===== src/rtl/wb_rr_arbiter.sv =====
// Round-robin Wishbone B4 classic arbiter: NUM_M masters share one slave.
// Grant is held for a whole cyc burst; a watchdog errors out unacknowledged strobes.
module wb_rr_arbiter #(
  parameter int NUM_M   = 2,
  parameter int TIMEOUT = 255,
  parameter int TW      = 16
) (
  input  logic                  clk_i,
  input  logic                  rst_i,
  input  logic [NUM_M-1:0]      m_cyc_i,
  input  logic [NUM_M-1:0]      m_stb_i,
  input  logic [NUM_M-1:0]      m_we_i,
  input  logic [4*NUM_M-1:0]    m_sel_i,
  input  logic [30*NUM_M-1:0]   m_adr_i,
  input  logic [32*NUM_M-1:0]   m_dat_i,
  output logic [31:0]           m_dat_o,
  output logic [NUM_M-1:0]      m_ack_o,
  output logic [NUM_M-1:0]      m_err_o,
  output logic                  s_cyc_o,
  output logic                  s_stb_o,
  output logic                  s_we_o,
  output logic [3:0]            s_sel_o,
  output logic [29:0]           s_adr_o,
  output logic [31:0]           s_dat_o,
  input  logic [31:0]           s_dat_i,
  input  logic                  s_ack_i,
  output logic [NUM_M-1:0]      gnt_o
);

  localparam int IW = $clog2(NUM_M);

  typedef enum logic [1:0] {IDLE, BUSY, ERR} state_t;

  state_t           r_state, w_state_next;
  logic [NUM_M-1:0] r_gnt, w_gnt_next;
  logic [IW-1:0]    r_ptr, w_ptr_next;
  logic [TW-1:0]    r_tcnt, w_tcnt_next;
  logic [IW-1:0]    w_gidx, w_gidx_inc, w_sel;
  logic [IW:0]      w_cand;
  logic             w_found;

  always_comb begin
    w_gidx = '0;
    for (int i = 0; i < NUM_M; i++) begin
      if (r_gnt[i]) w_gidx = IW'(i);
    end
  end

  assign w_gidx_inc = (w_gidx == IW'(NUM_M - 1)) ? '0 : w_gidx + IW'(1);

  // Scan ptr, ptr+1, ... wrapping at NUM_M; first requester wins.
  always_comb begin
    w_found = 1'b0;
    w_sel   = '0;
    w_cand  = '0;
    for (int i = 0; i < NUM_M; i++) begin
      w_cand = {1'b0, r_ptr} + (IW+1)'(i);
      if (w_cand >= (IW+1)'(NUM_M)) w_cand = w_cand - (IW+1)'(NUM_M);
      if (!w_found && m_cyc_i[w_cand[IW-1:0]]) begin
        w_found = 1'b1;
        w_sel   = w_cand[IW-1:0];
      end
    end
  end

  always_comb begin
    s_cyc_o = 1'b0;
    s_stb_o = 1'b0;
    s_we_o  = 1'b0;
    s_sel_o = '0;
    s_adr_o = '0;
    s_dat_o = '0;
    m_ack_o = '0;
    m_err_o = '0;
    case (r_state)
      BUSY: begin
        s_cyc_o = m_cyc_i[w_gidx];
        s_stb_o = m_stb_i[w_gidx];
        s_we_o  = m_we_i[w_gidx];
        s_sel_o = m_sel_i[w_gidx*4 +: 4];
        s_adr_o = m_adr_i[w_gidx*30 +: 30];
        s_dat_o = m_dat_i[w_gidx*32 +: 32];
        m_ack_o = r_gnt & {NUM_M{s_ack_i}};
      end
      ERR:     m_err_o = r_gnt;
      default: ;
    endcase
  end

  assign m_dat_o = s_dat_i;
  assign gnt_o   = r_gnt;

  always_comb begin
    w_state_next = r_state;
    w_gnt_next   = r_gnt;
    w_ptr_next   = r_ptr;
    w_tcnt_next  = r_tcnt;
    case (r_state)
      IDLE: begin
        w_tcnt_next = '0;
        if (w_found) begin
          w_gnt_next   = NUM_M'(1) << w_sel;
          w_state_next = BUSY;
        end
      end
      BUSY: begin
        if (!m_cyc_i[w_gidx]) begin
          w_state_next = IDLE;
          w_gnt_next   = '0;
          w_ptr_next   = w_gidx_inc;
          w_tcnt_next  = '0;
        end else if (s_stb_o && !s_ack_i) begin
          if (r_tcnt == TW'(TIMEOUT - 1)) begin
            w_state_next = ERR;
            w_tcnt_next  = '0;
          end else begin
            w_tcnt_next = r_tcnt + TW'(1);
          end
        end else begin
          w_tcnt_next = '0;
        end
      end
      ERR: begin
        w_state_next = IDLE;
        w_gnt_next   = '0;
        w_ptr_next   = w_gidx_inc;
        w_tcnt_next  = '0;
      end
      default: begin
        w_state_next = IDLE;
        w_gnt_next   = '0;
        w_tcnt_next  = '0;
      end
    endcase
  end

  always_ff @(posedge clk_i or posedge rst_i) begin
    if (rst_i) begin
      r_state <= IDLE;
      r_gnt   <= '0;
      r_ptr   <= '0;
      r_tcnt  <= '0;
    end else begin
      r_state <= w_state_next;
      r_gnt   <= w_gnt_next;
      r_ptr   <= w_ptr_next;
      r_tcnt  <= w_tcnt_next;
    end
  end

endmodule


===== config.mk =====
export PLATFORM = sky130hd
export DESIGN_NAME = wb_rr_arbiter
export DESIGN_NICKNAME = d
export VERILOG_FILES = /design/src/rtl/wb_rr_arbiter.sv
export SDC_FILE = /design/constraint.sdc
export NUM_CORES = 1
export LEC_CHECK = 0
export CELL_PAD_IN_SITES_DETAIL_PLACEMENT = 0
export CELL_PAD_IN_SITES_GLOBAL_PLACEMENT = 2
export CORE_MARGIN = 3
export CORE_UTILIZATION = 13
export DETAILED_ROUTE_END_ITERATION = 12
export PLACE_DENSITY = 0.82
export SYNTH_ARGS = -nofsm -noshare
export SYNTH_HDL_FRONTEND = slang
export SYNTH_SLANG_ARGS = --single-unit
export TNS_END_PERCENT = 5

===== constraint.sdc =====
create_clock -name clk_i -period 4 [get_ports clk_i]
set_clock_uncertainty 0.1 [all_clocks]
set_input_delay 1 -clock clk_i [delete_from_list [all_inputs] [get_ports clk_i]]
set_output_delay 1 -clock clk_i [all_outputs]
set_load 0.05 [all_outputs]

==> summary.md <==
The run finished with clean final reports. The number of placement rows came out at 49. The worst hold path belongs to the class reg -> reg. Of the synthesized area, sequential elements account for 21.8%.

The root buffer cell chosen for the clock tree is clkbuf_16. The register clock-pin slew on the reported worst setup and hold paths came out at 0.06 ns. TritonCTS built the clock tree. Clock tree synthesis found a total of 21 sinks. The tools report the number of violations of the max-capacitance limit as 0. The share of layout cells above drive strength 1 was 8.56%. STA classifies the critical path startpoint as a primary input. The logs give 0 for the number of antenna diodes and 280 for the number of I/O pins. The cell count after placement came out at 704. The core region is 18100 um2.

The tools report the number of global-route vias before repair as 2661. Walking the worst path, the cells encountered are clkdlybuf4s50_1, and3_1, clkdlybuf4s50_1. After detailed routing, the total wire length is 10.3 mm. On the critical path the largest part of the delay comes from buffers and inverters.

Port buffering added 215 buffers. The top achievable clock speed was 0.276 GHz. Together, buffers and inverters on the worst path number 2. The most numerous cell on the critical path is clkdlybuf4s50_1.

The run gives 0 as the number of antenna violations at the first check in global routing. STA puts the critical path data arrival time at 2.53 ns. The final count of pins violating max slew is 0. The number of cells upsized or downsized after cts was 0; the x dimension of the die was 142 um. By startpoint and endpoint, the worst setup path is classified as in -> out. Commonest non-fill, non-tap cell in the layout: clkdlybuf4s50_1. In this run the remaining antenna-violating nets after routing total 0. Dividing the detail-routed wire length by the instance count gives 14.6 um. The worst setup path is captured at an output port. In this run the biggest area consumer among cell types represents 28.6% of the synthesized area. The total power was 0.00319 W; the maximum single-stage delay on the critical path was 0.81 ns. The congestion estimate from routability-driven global placement came to 0.795.

For this design, the slowest cell found on the critical path is clkdlybuf4s50_1. In the finished design, the share of the clock period the worst path needs comes to 90.7%. Setup slack on the worst reg-to-reg path comes out at 1.67 ns.

Counting flops and latches in the post-synthesis netlist gives 21. The floorplan step defined a die boundary enclosing 20200 um2. The mapped netlist covers 2410 um2. Setup violations remaining at the end of the flow were counted as 0.

After global routing the overflow that remains totals 0. The multi-input combinational cells in the finished layout cover a total of 1550 um2. When the netlist entered floorplanning its net count stood at 481.

The count of fill cells added during filler insertion is 1953, and the first-pass iteration count of the detailed router is 6. In this run the static leakage power is 1.78 nW. STA puts the critical path data required time at 2.90 ns. Setup repair after global routing left no endpoint under its margin.

The tools report the number of library cell types mapped by synthesis as 34. Dividing the detail-routed via count by the number of cells gives 3.81. Yosys printed 0 warnings. The worst path in the final design needs a cycle of 3.63 ns, including I/O delays and setup.

The run gives 2700 as the vias after detailed routing. In this run, CTS created clock tree buffers numbering 3. Once the floorplan was initialized, standard cells occupied 13.4% of the core.

The tools report the maximum number of pins on one net before global-route repair as 50. The run gives 2 as the clock tree buffer depth. Leaving out fill and tap cells, the most frequent cells in the layout are clkdlybuf4s50_1 (201), nor2_1 (81), mux2i_1 (69).

The global-route usage over all layers came out at 9.29%. The synthesized area per cell is 7.89 um2. The maximum fanout along the worst path came out at 4. The setup TNS is 0 ns. Buffers added to address setup during post-CTS repair amount to 0. In this run the tightest slew margin relative to its limit is 46.1%.

Dividing total power by cell area gives a power density of 686 nW/um2. For this block, the initial DRC count from the detailed router was 68. The worst-case vdd ir drop is 278 uV.

For the clock insertion delay at the later pin of the skew report, the log shows 0.25 ns. After detailed routing, the number of remaining DRC violations is 0. At the end of the flow, the number of nets in the layout was 655.

The first global-routing pass estimated 15.0 mm of wire. The total area of sequential cells is 529 um2, and the half-perimeter wire length after placement is 8.39 mm. The count of mapped cells out of synthesis was 306.

Excluding fillers, the count of instances in the completed layout stands at 708. From synthesis to final layout, the design area changed by 92.4%. The final-report hold violation count is 0. The pin slew with the least headroom to its limit is 0.807 ns.

By area the synthesized netlist is led by mux2i_1 (29%), dfrtp_1 (22%), nor2_1 (13%), buf_4 (10%), xnor2_1 (4.7%). Post-synthesis cell type with the largest combined area: mux2i_1. The die outline height came out at 142 um. After clock tree synthesis, the flow added hold-fix buffers numbering 0. The run gives 1 as the number of H-tree branching levels.
## final timing paths
path,cells past startpoint,endpoint,from
min in group asynchronous,2,r_tcnt[6]$_DFF_PP0_,rst_i
max reg2reg,6,r_tcnt[3]$_DFF_PP0_,r_tcnt[0]$_DFF_PP0_
min,1,r_tcnt[0]$_DFF_PP0_,r_tcnt[0]$_DFF_PP0_
max,3,m_ack_o[1],s_ack_i
min reg2reg,1,r_tcnt[0]$_DFF_PP0_,r_tcnt[0]$_DFF_PP0_
max in group asynchronous,2,gnt_o[1]$_DFFE_PP0P_,rst_i
## flip-flops by register name (all words and copies together), names as in the netlist
name	count
gnt_o	2
r_ptr	1
r_state	2
r_tcnt	16
## worst reg2reg max path, cell delays in order (launching register included)
cell	delay [ns]
dfrtp_1	0.42
inv_1	0.08
ha_1	0.14
or4b_1	0.44
or4_4	0.58
nand3_2	0.34
nor2_1	0.10
## layout make-up
| class | instances | area share, % |
|---|---|---|
| tap | 229 | 6.17 |
| clock buffer | 3 | 1.62 |
| timing repair buffer | 221 | 47.1 |
| sequential | 21 | 11.4 |
| clock inverter | 1 | 0.108 |
| multi-input combinational | 229 | 33.3 |
| inverter | 4 | 0.323 |
## cell usage after synthesis
cell type,number
xor2_1,1
xnor2_1,13
and3b_1,2
or4_4,1
buf_2,1
inv_1,4
nand4_1,2
o41ai_2,1
or3_1,1
mux2i_1,69
nand2b_1,1
nor2_8,1
o21ai_0,5
nor4_1,4
nand2_1,9
buf_1,5
o31ai_1,1
and3_1,2
or4b_1,1
a21oi_1,2
buf_4,33
dfrtp_1,21
nor2_1,81
nand3_1,6
nor3_1,5
nor3b_1,1
nand4_2,1
clkbuf_1,12
nor2_2,10
buf_6,1
nand4bb_1,1
ha_1,2
nor2b_1,5
nand3_2,1
## where the power goes
| group | internal, W | switching, W |
|---|---|---|
| clock | 0.000134 | 0.0000739 |
| combinational | 0.000951 | 0.00169 |
| sequential | 0.000236 | 0.000103 |
## cell families (layout without fill, tap and decap cells)
group / after synthesis / after routing / share of synthesized area, %
buffers and inverters: 56 / 229 / 14.2
xor gates and xnor gates: 14 / 14 / 5.08
AOI/OAI and AO/OA: 9 / 9 / 2.44
and+or+nand+nor: 135 / 135 / 26.9
adders and majority gates: 2 / 2 / 1.04
DFF: 21 / 21 / 21.8
muxes: 69 / 69 / 28.6
## layer usage
metal,global-route usage [%],vias to the layer above,routed length [um]
met1,10.5,1223,3980
met4,2.20,0,129
met2,17.5,131,5280
li1,-,1334,-
met5,0,-,0
met3,2.25,12,928
## through the flow
step | hold slack, ns | utilization [%] | setup WS (ns) | area (um2)
2_1_floorplan | 0.375 | - | 0.968 | 2410
3_3_place_gp | 0.399 | 25.3 | 0.373 | 4570
3_5_place_dp | 0.407 | 25.3 | 0.370 | 4570
4_1_cts | 0.418 | 25.7 | 0.350 | 4650
5_1_grt | 0.435 | 25.7 | 0.315 | 4650
6_report | 0.413 | 25.7 | 0.371 | 4650
Power figures use the tool's default switching activity.
